[config.mk]
export PLATFORM = sky130hd
export DESIGN_NAME = instr_sequencer
export DESIGN_NICKNAME = d
export VERILOG_FILES = /design/src/rtl/instr_sequencer.sv
export SDC_FILE = /design/constraint.sdc
export NUM_CORES = 1
export LEC_CHECK = 0
export ABC_AREA = 1
export CAP_MARGIN = 10
export CORE_ASPECT_RATIO = 0.5
export CORE_MARGIN = 5
export CORE_UTILIZATION = 25
export CTS_CLUSTER_SIZE = 28
export DETAILED_ROUTE_END_ITERATION = 12
export DONT_BUFFER_PORTS = 1
export HOLD_SLACK_MARGIN = 0.05
export PLACE_DENSITY = 0.42
export SYNTH_ARGS = -nofsm -noshare
export SYNTH_HDL_FRONTEND = slang
export SYNTH_SLANG_ARGS = --single-unit
export TNS_END_PERCENT = 10
[constraint.sdc]
create_clock -name clk -period 3.2 [get_ports clk]
set_clock_uncertainty 0.05 [all_clocks]
set_input_delay 0.8 -clock clk [delete_from_list [all_inputs] [get_ports clk]]
set_output_delay 0.8 -clock clk [all_outputs]
set_load 0.02 [all_outputs]
[src/rtl/instr_sequencer.sv]
// Multi-cycle control unit: fetches a 9-bit instruction plus immediate from the program ROM,
// decodes it into register-file/ALU strobes and advances the ROM with a one-cycle step pulse.
module instr_sequencer (
    input  logic        clk,
    input  logic        rst,
    input  logic        run,
    input  logic [8:0]  instruction,
    input  logic [15:0] data_var,
    output logic        step,
    output logic [2:0]  rd_addr_a,
    output logic [2:0]  rd_addr_b,
    output logic [1:0]  alu_op,
    output logic        wb_sel,
    output logic [15:0] imm,
    output logic        reg_we,
    output logic [2:0]  wr_addr,
    output logic        busy,
    output logic        halted,
    output logic        illegal,
    output logic [7:0]  retired
);

    typedef enum logic [2:0] {
        StIdle,
        StFetch,
        StDecode,
        StExec,
        StWrite,
        StAdvance,
        StHalt
    } state_e;

    localparam logic [2:0] OpLoad = 3'b000;
    localparam logic [2:0] OpMov  = 3'b001;
    localparam logic [2:0] OpAdd  = 3'b010;
    localparam logic [2:0] OpXor  = 3'b011;
    localparam logic [2:0] OpTerm = 3'b100;

    localparam logic [1:0] AluPassB = 2'b00;
    localparam logic [1:0] AluAdd   = 2'b01;
    localparam logic [1:0] AluXor   = 2'b10;

    state_e     state;
    logic [8:0] ir;

    // Register addresses come straight from the latched instruction word.
    assign rd_addr_a = ir[5:3];
    assign rd_addr_b = ir[2:0];
    assign wr_addr   = ir[5:3];

    always_ff @(posedge clk or posedge rst) begin
        if (rst) begin
            state   <= StIdle;
            ir      <= '0;
            imm     <= '0;
            alu_op  <= AluPassB;
            wb_sel  <= 1'b0;
            reg_we  <= 1'b0;
            step    <= 1'b0;
            busy    <= 1'b0;
            halted  <= 1'b0;
            illegal <= 1'b0;
            retired <= '0;
        end else begin
            reg_we <= 1'b0;
            step   <= 1'b0;
            unique case (state)
                StIdle: begin
                    if (run) begin
                        state <= StFetch;
                        busy  <= 1'b1;
                    end
                end
                StFetch: begin
                    ir    <= instruction;
                    imm   <= data_var;
                    state <= StDecode;
                    // Control settings are loaded here so they are valid throughout DECODE..WRITE.
                    case (instruction[8:6])
                        OpLoad: begin
                            wb_sel <= 1'b1;
                            alu_op <= AluPassB;
                        end
                        OpMov: begin
                            wb_sel <= 1'b0;
                            alu_op <= AluPassB;
                        end
                        OpAdd: begin
                            wb_sel <= 1'b0;
                            alu_op <= AluAdd;
                        end
                        OpXor: begin
                            wb_sel <= 1'b0;
                            alu_op <= AluXor;
                        end
                        default: begin
                            wb_sel <= 1'b0;
                            alu_op <= AluPassB;
                        end
                    endcase
                end
                StDecode: begin
                    case (ir[8:6])
                        OpLoad, OpMov: begin
                            state  <= StWrite;
                            reg_we <= 1'b1;
                        end
                        OpAdd, OpXor: begin
                            state <= StExec;
                        end
                        OpTerm: begin
                            state  <= StHalt;
                            busy   <= 1'b0;
                            halted <= 1'b1;
                        end
                        default: begin
                            state   <= StHalt;
                            busy    <= 1'b0;
                            halted  <= 1'b1;
                            illegal <= 1'b1;
                        end
                    endcase
                end
                StExec: begin
                    state  <= StWrite;
                    reg_we <= 1'b1;
                end
                StWrite: begin
                    // The retire count moves together with the step pulse.
                    state   <= StAdvance;
                    step    <= 1'b1;
                    retired <= retired + 8'd1;
                    alu_op  <= AluPassB;
                    wb_sel  <= 1'b0;
                end
                StAdvance: begin
                    state <= StFetch;
                end
                StHalt: begin
                    state <= StHalt;
                end
                default: begin
                    state <= StIdle;
                end
            endcase
        end
    end

endmodule

==> flow_metrics.env <==
export IMPL_htree_num_levels=2
export IMPL_rsz0062_at_grt="no"
export IMPL_start_util_pct=25.98
export IMPL_syn_nets=245
export IMPL_reg2reg_depth=5
export IMPL_final_nets=237
export IMPL_clockBufferDepth=2
export IMPL_slowest_delay_ps=480
export IMPL_die_area_mm2=0.009687
export IMPL_fin_setup_tns_ps=0
export IMPL_io_buffers=0
export IMPL_synth_cell_type_count=24
export IMPL_endpoint="alu_op[1]"
export IMPL_ant_nets=0
export IMPL_postSynthAreaPerCell_um2=8.938
export IMPL_start_kind="register"
export IMPL_required_ps=3360
export IMPL_core_area_mm2=0.007432
export IMPL_ys_seq_area_share_pct=57.03
export IMPL_grt_overflow_total=0
export IMPL_crit_cells=5
export IMPL_yosys_warnings=0
export IMPL_period_needed_ps=1802
export IMPL_reg2reg_to="alu_op[1]"
export IMPL_cts_resized=0
export IMPL_syn_inst=216
export IMPL_power_density_mw_per_mm2=1143
export IMPL_area_growth_pct=6.935
export IMPL_critical_path_most_common_cell="inv_2"
export IMPL_cts_buffers=5
export IMPL_worstPathArrival_ps=1960
export IMPL_grt_pass1_vias=1314
export IMPL_power_frac_comb_pct=23.5
export IMPL_num_vias=1273
export IMPL_leakage_nw=1.061
export IMPL_ios=69
export IMPL_root_buffer="clkbuf_16"
export IMPL_path_clk_slew_ps=60
export IMPL_seqPwrFrac_pct=55.5
export IMPL_crit_family="buffers and inverters"
export IMPL_drc=0
export IMPL_slew_violations=0
export IMPL_post_drt_via_cell_ratio=4.188
export IMPL_power_frac_clock_pct=21.0
export IMPL_max_freq_mhz=554.9
export IMPL_wirelength_um=4199
export IMPL_place_area_mm2=0.001927
export IMPL_fillers=784
export IMPL_finalSetupViolations=0
export IMPL_gp_congestion=0.7733
export IMPL_fin_crit_sh_pct=56.31
export IMPL_die_x_um=134.3
export IMPL_mostFrequentLayoutCell="nand2_1"
export IMPL_reg2reg_slack_ps=1400
export IMPL_antenna_found_initial=0
export IMPL_crit_buf_inv=2
export IMPL_p_switching_mw=1.080
export IMPL_fp_row_count=22
export IMPL_min_delay_start="ir[6]"
export IMPL_path_class="reg2reg"
export IMPL_clk_latency_ps=290
export IMPL_worstMarginPinSlew_ps=947.1
export IMPL_slowest_stage="dfrtp_1"
export IMPL_p_int_mw=1.279
export IMPL_path_max_fanout=32
export IMPL_end_kind="register"
export IMPL_dp_hpwl_um=2933
export IMPL_antenna_cells=0
export IMPL_ys_ff_latch=44
export IMPL_die_h_um=72.14
export IMPL_post_cts_setup_buffers=0
export IMPL_drv_cap=0
export IMPL_seq_area_mm2=0.001101
export IMPL_swShare_pct=45.78
export IMPL_drtIter0Drc=46
export IMPL_crit_chain="inv_2 > nand3_4 > inv_2 > nand2_1 > o21ai_1"
export IMPL_cts_sinks=44
export IMPL_r2r_start="state[2]"
export IMPL_status="complete, no violations"
export IMPL_hp_class="reg2reg"
export IMPL_netlist_area_mm2=0.001931
export IMPL_drt_pass1_iter_count=4
export IMPL_hold_viol=0
export IMPL_cts_tree="built"
export IMPL_multi_input_area_um2=634.4
export IMPL_vdd_drop_max_uv=293.0
export IMPL_cts_hold_buf=0
export IMPL_final_area_mm2=0.002064
export IMPL_grt_start_max_net_pins=45
export IMPL_startpoint="state[2]"
export IMPL_maxSlewHeadroom_pct=36.77
export IMPL_wire_per_inst_um=13.81
export IMPL_drive_gt1_share_pct=9.615
export IMPL_final_cell_mix="nand2_1 (94), dfrtp_1 (44), inv_1 (14)"
export IMPL_grt_first_pass_wirelength_um=6762
export IMPL_grt_use_total_pct=9.006
==> worst min-delay path by stage <==
stage / end / slack, ps / depth (start not counted)
after floorplan: ir[6] / 400 / 2
after global placement: ir[6] / 420 / 2
after detailed placement: ir[6] / 420 / 2
after CTS: ir[6] / 440 / 2
after global routing: ir[6] / 460 / 2
final: ir[6] / 430 / 2
==> worst register-to-register path: cells and delay by family, from the launching register on <==
kind	cells	cell delay (ps)
DFF	1	480
buffers and inverters	2	580
AOI/OAI and AO/OA	1	160
and+or+nand+nor	2	450
==> registers in the layout (all words and copies together) (netlist names) <==
signal   cells
step         1
busy         1
halted       1
state        3
retired      8
imm         16
ir           9
reg_we       1
alu_op       2
illegal      1
wb_sel       1
==> area by class of cell <==
class	count	share of cell area, %
Inverter	19	3.455
Multi-Input combinational cell	138	30.73
Sequential cell	44	53.33
Tap cell	96	5.818
Clock buffer	5	6.061
Clock inverter	2	0.6061
==> layer usage <==
metal,share of wire [%],GRT usage (%),vias to the layer above
met1,43,9.935,603
met2,49,15.41,31
met3,6.6,3.809,6
li1,-,-,633
met5,0,0,-
met4,1.5,4.063,0
==> synth_stat cells <==
| library cell | count | area [um^2] |
|---|---|---|
| inv_2 | 4 | 15.01 |
| xor2_1 | 3 | 26.28 |
| nand3_4 | 2 | 35.03 |
| nand4_1 | 2 | 12.51 |
| nor2_1 | 7 | 26.28 |
| nand2_1 | 94 | 352.8 |
| nor3_1 | 3 | 15.01 |
| buf_4 | 12 | 90.09 |
| nor2_2 | 1 | 6.260 |
| nor2_4 | 1 | 11.26 |
| buf_6 | 3 | 33.78 |
| nand3_1 | 9 | 45.04 |
| ha_1 | 1 | 12.51 |
| inv_1 | 15 | 56.30 |
| a21oi_1 | 2 | 10.01 |
| o21ai_0 | 3 | 15.01 |
| nand2_2 | 1 | 6.260 |
| or2_2 | 3 | 18.77 |
| dfrtp_1 | 44 | 1101 |
| nand3b_1 | 1 | 7.510 |
| o21ai_1 | 2 | 10.01 |
| a21boi_0 | 1 | 7.510 |
| o21bai_1 | 1 | 7.510 |
| xnor2_1 | 1 | 8.760 |
==> through the flow <==
stage | hold slack [ps] | cells | setup WS, ps | power, mW | util (%)
3_5_place_dp | 419.6 | 297 | 1373 | 1.896 | 25.93
5_1_grt | 456.3 | 304 | 1216 | 2.533 | 27.78
4_1_cts | 437.4 | 304 | 1362 | 2.410 | 27.78
3_3_place_gp | 422.6 | 297 | 1501 | 1.867 | 25.93
2_1_floorplan | 400.0 | 216 | 1319 | 1.853 | -
6_report | 431.6 | 304 | 1398 | 2.359 | 27.78
==> power groups by stage <==
| stage | clock [mW] | sequential [mW] | combinational, mW |
|---|---|---|---|
| 2_1_floorplan | 0 | 1.16 | 0.688 |
| 5_1_grt | 0.536 | 1.34 | 0.654 |
| 3_3_place_gp | 0 | 1.32 | 0.547 |
| 6_report | 0.495 | 1.31 | 0.555 |
| 4_1_cts | 0.519 | 1.32 | 0.574 |
| 3_5_place_dp | 0 | 1.32 | 0.571 |
==> kinds of logic after synthesis <==
kind of cell / after synthesis / synth area share (%)
xor+xnor: 4 / 1.815
buf+inv: 34 / 10.11
fa+ha+maj: 1 / 0.6480
compound gates: 9 / 2.592
simple gates: 124 / 27.80
flops: 44 / 57.03
No activity file was read; power rests on OpenSTA's default activity.
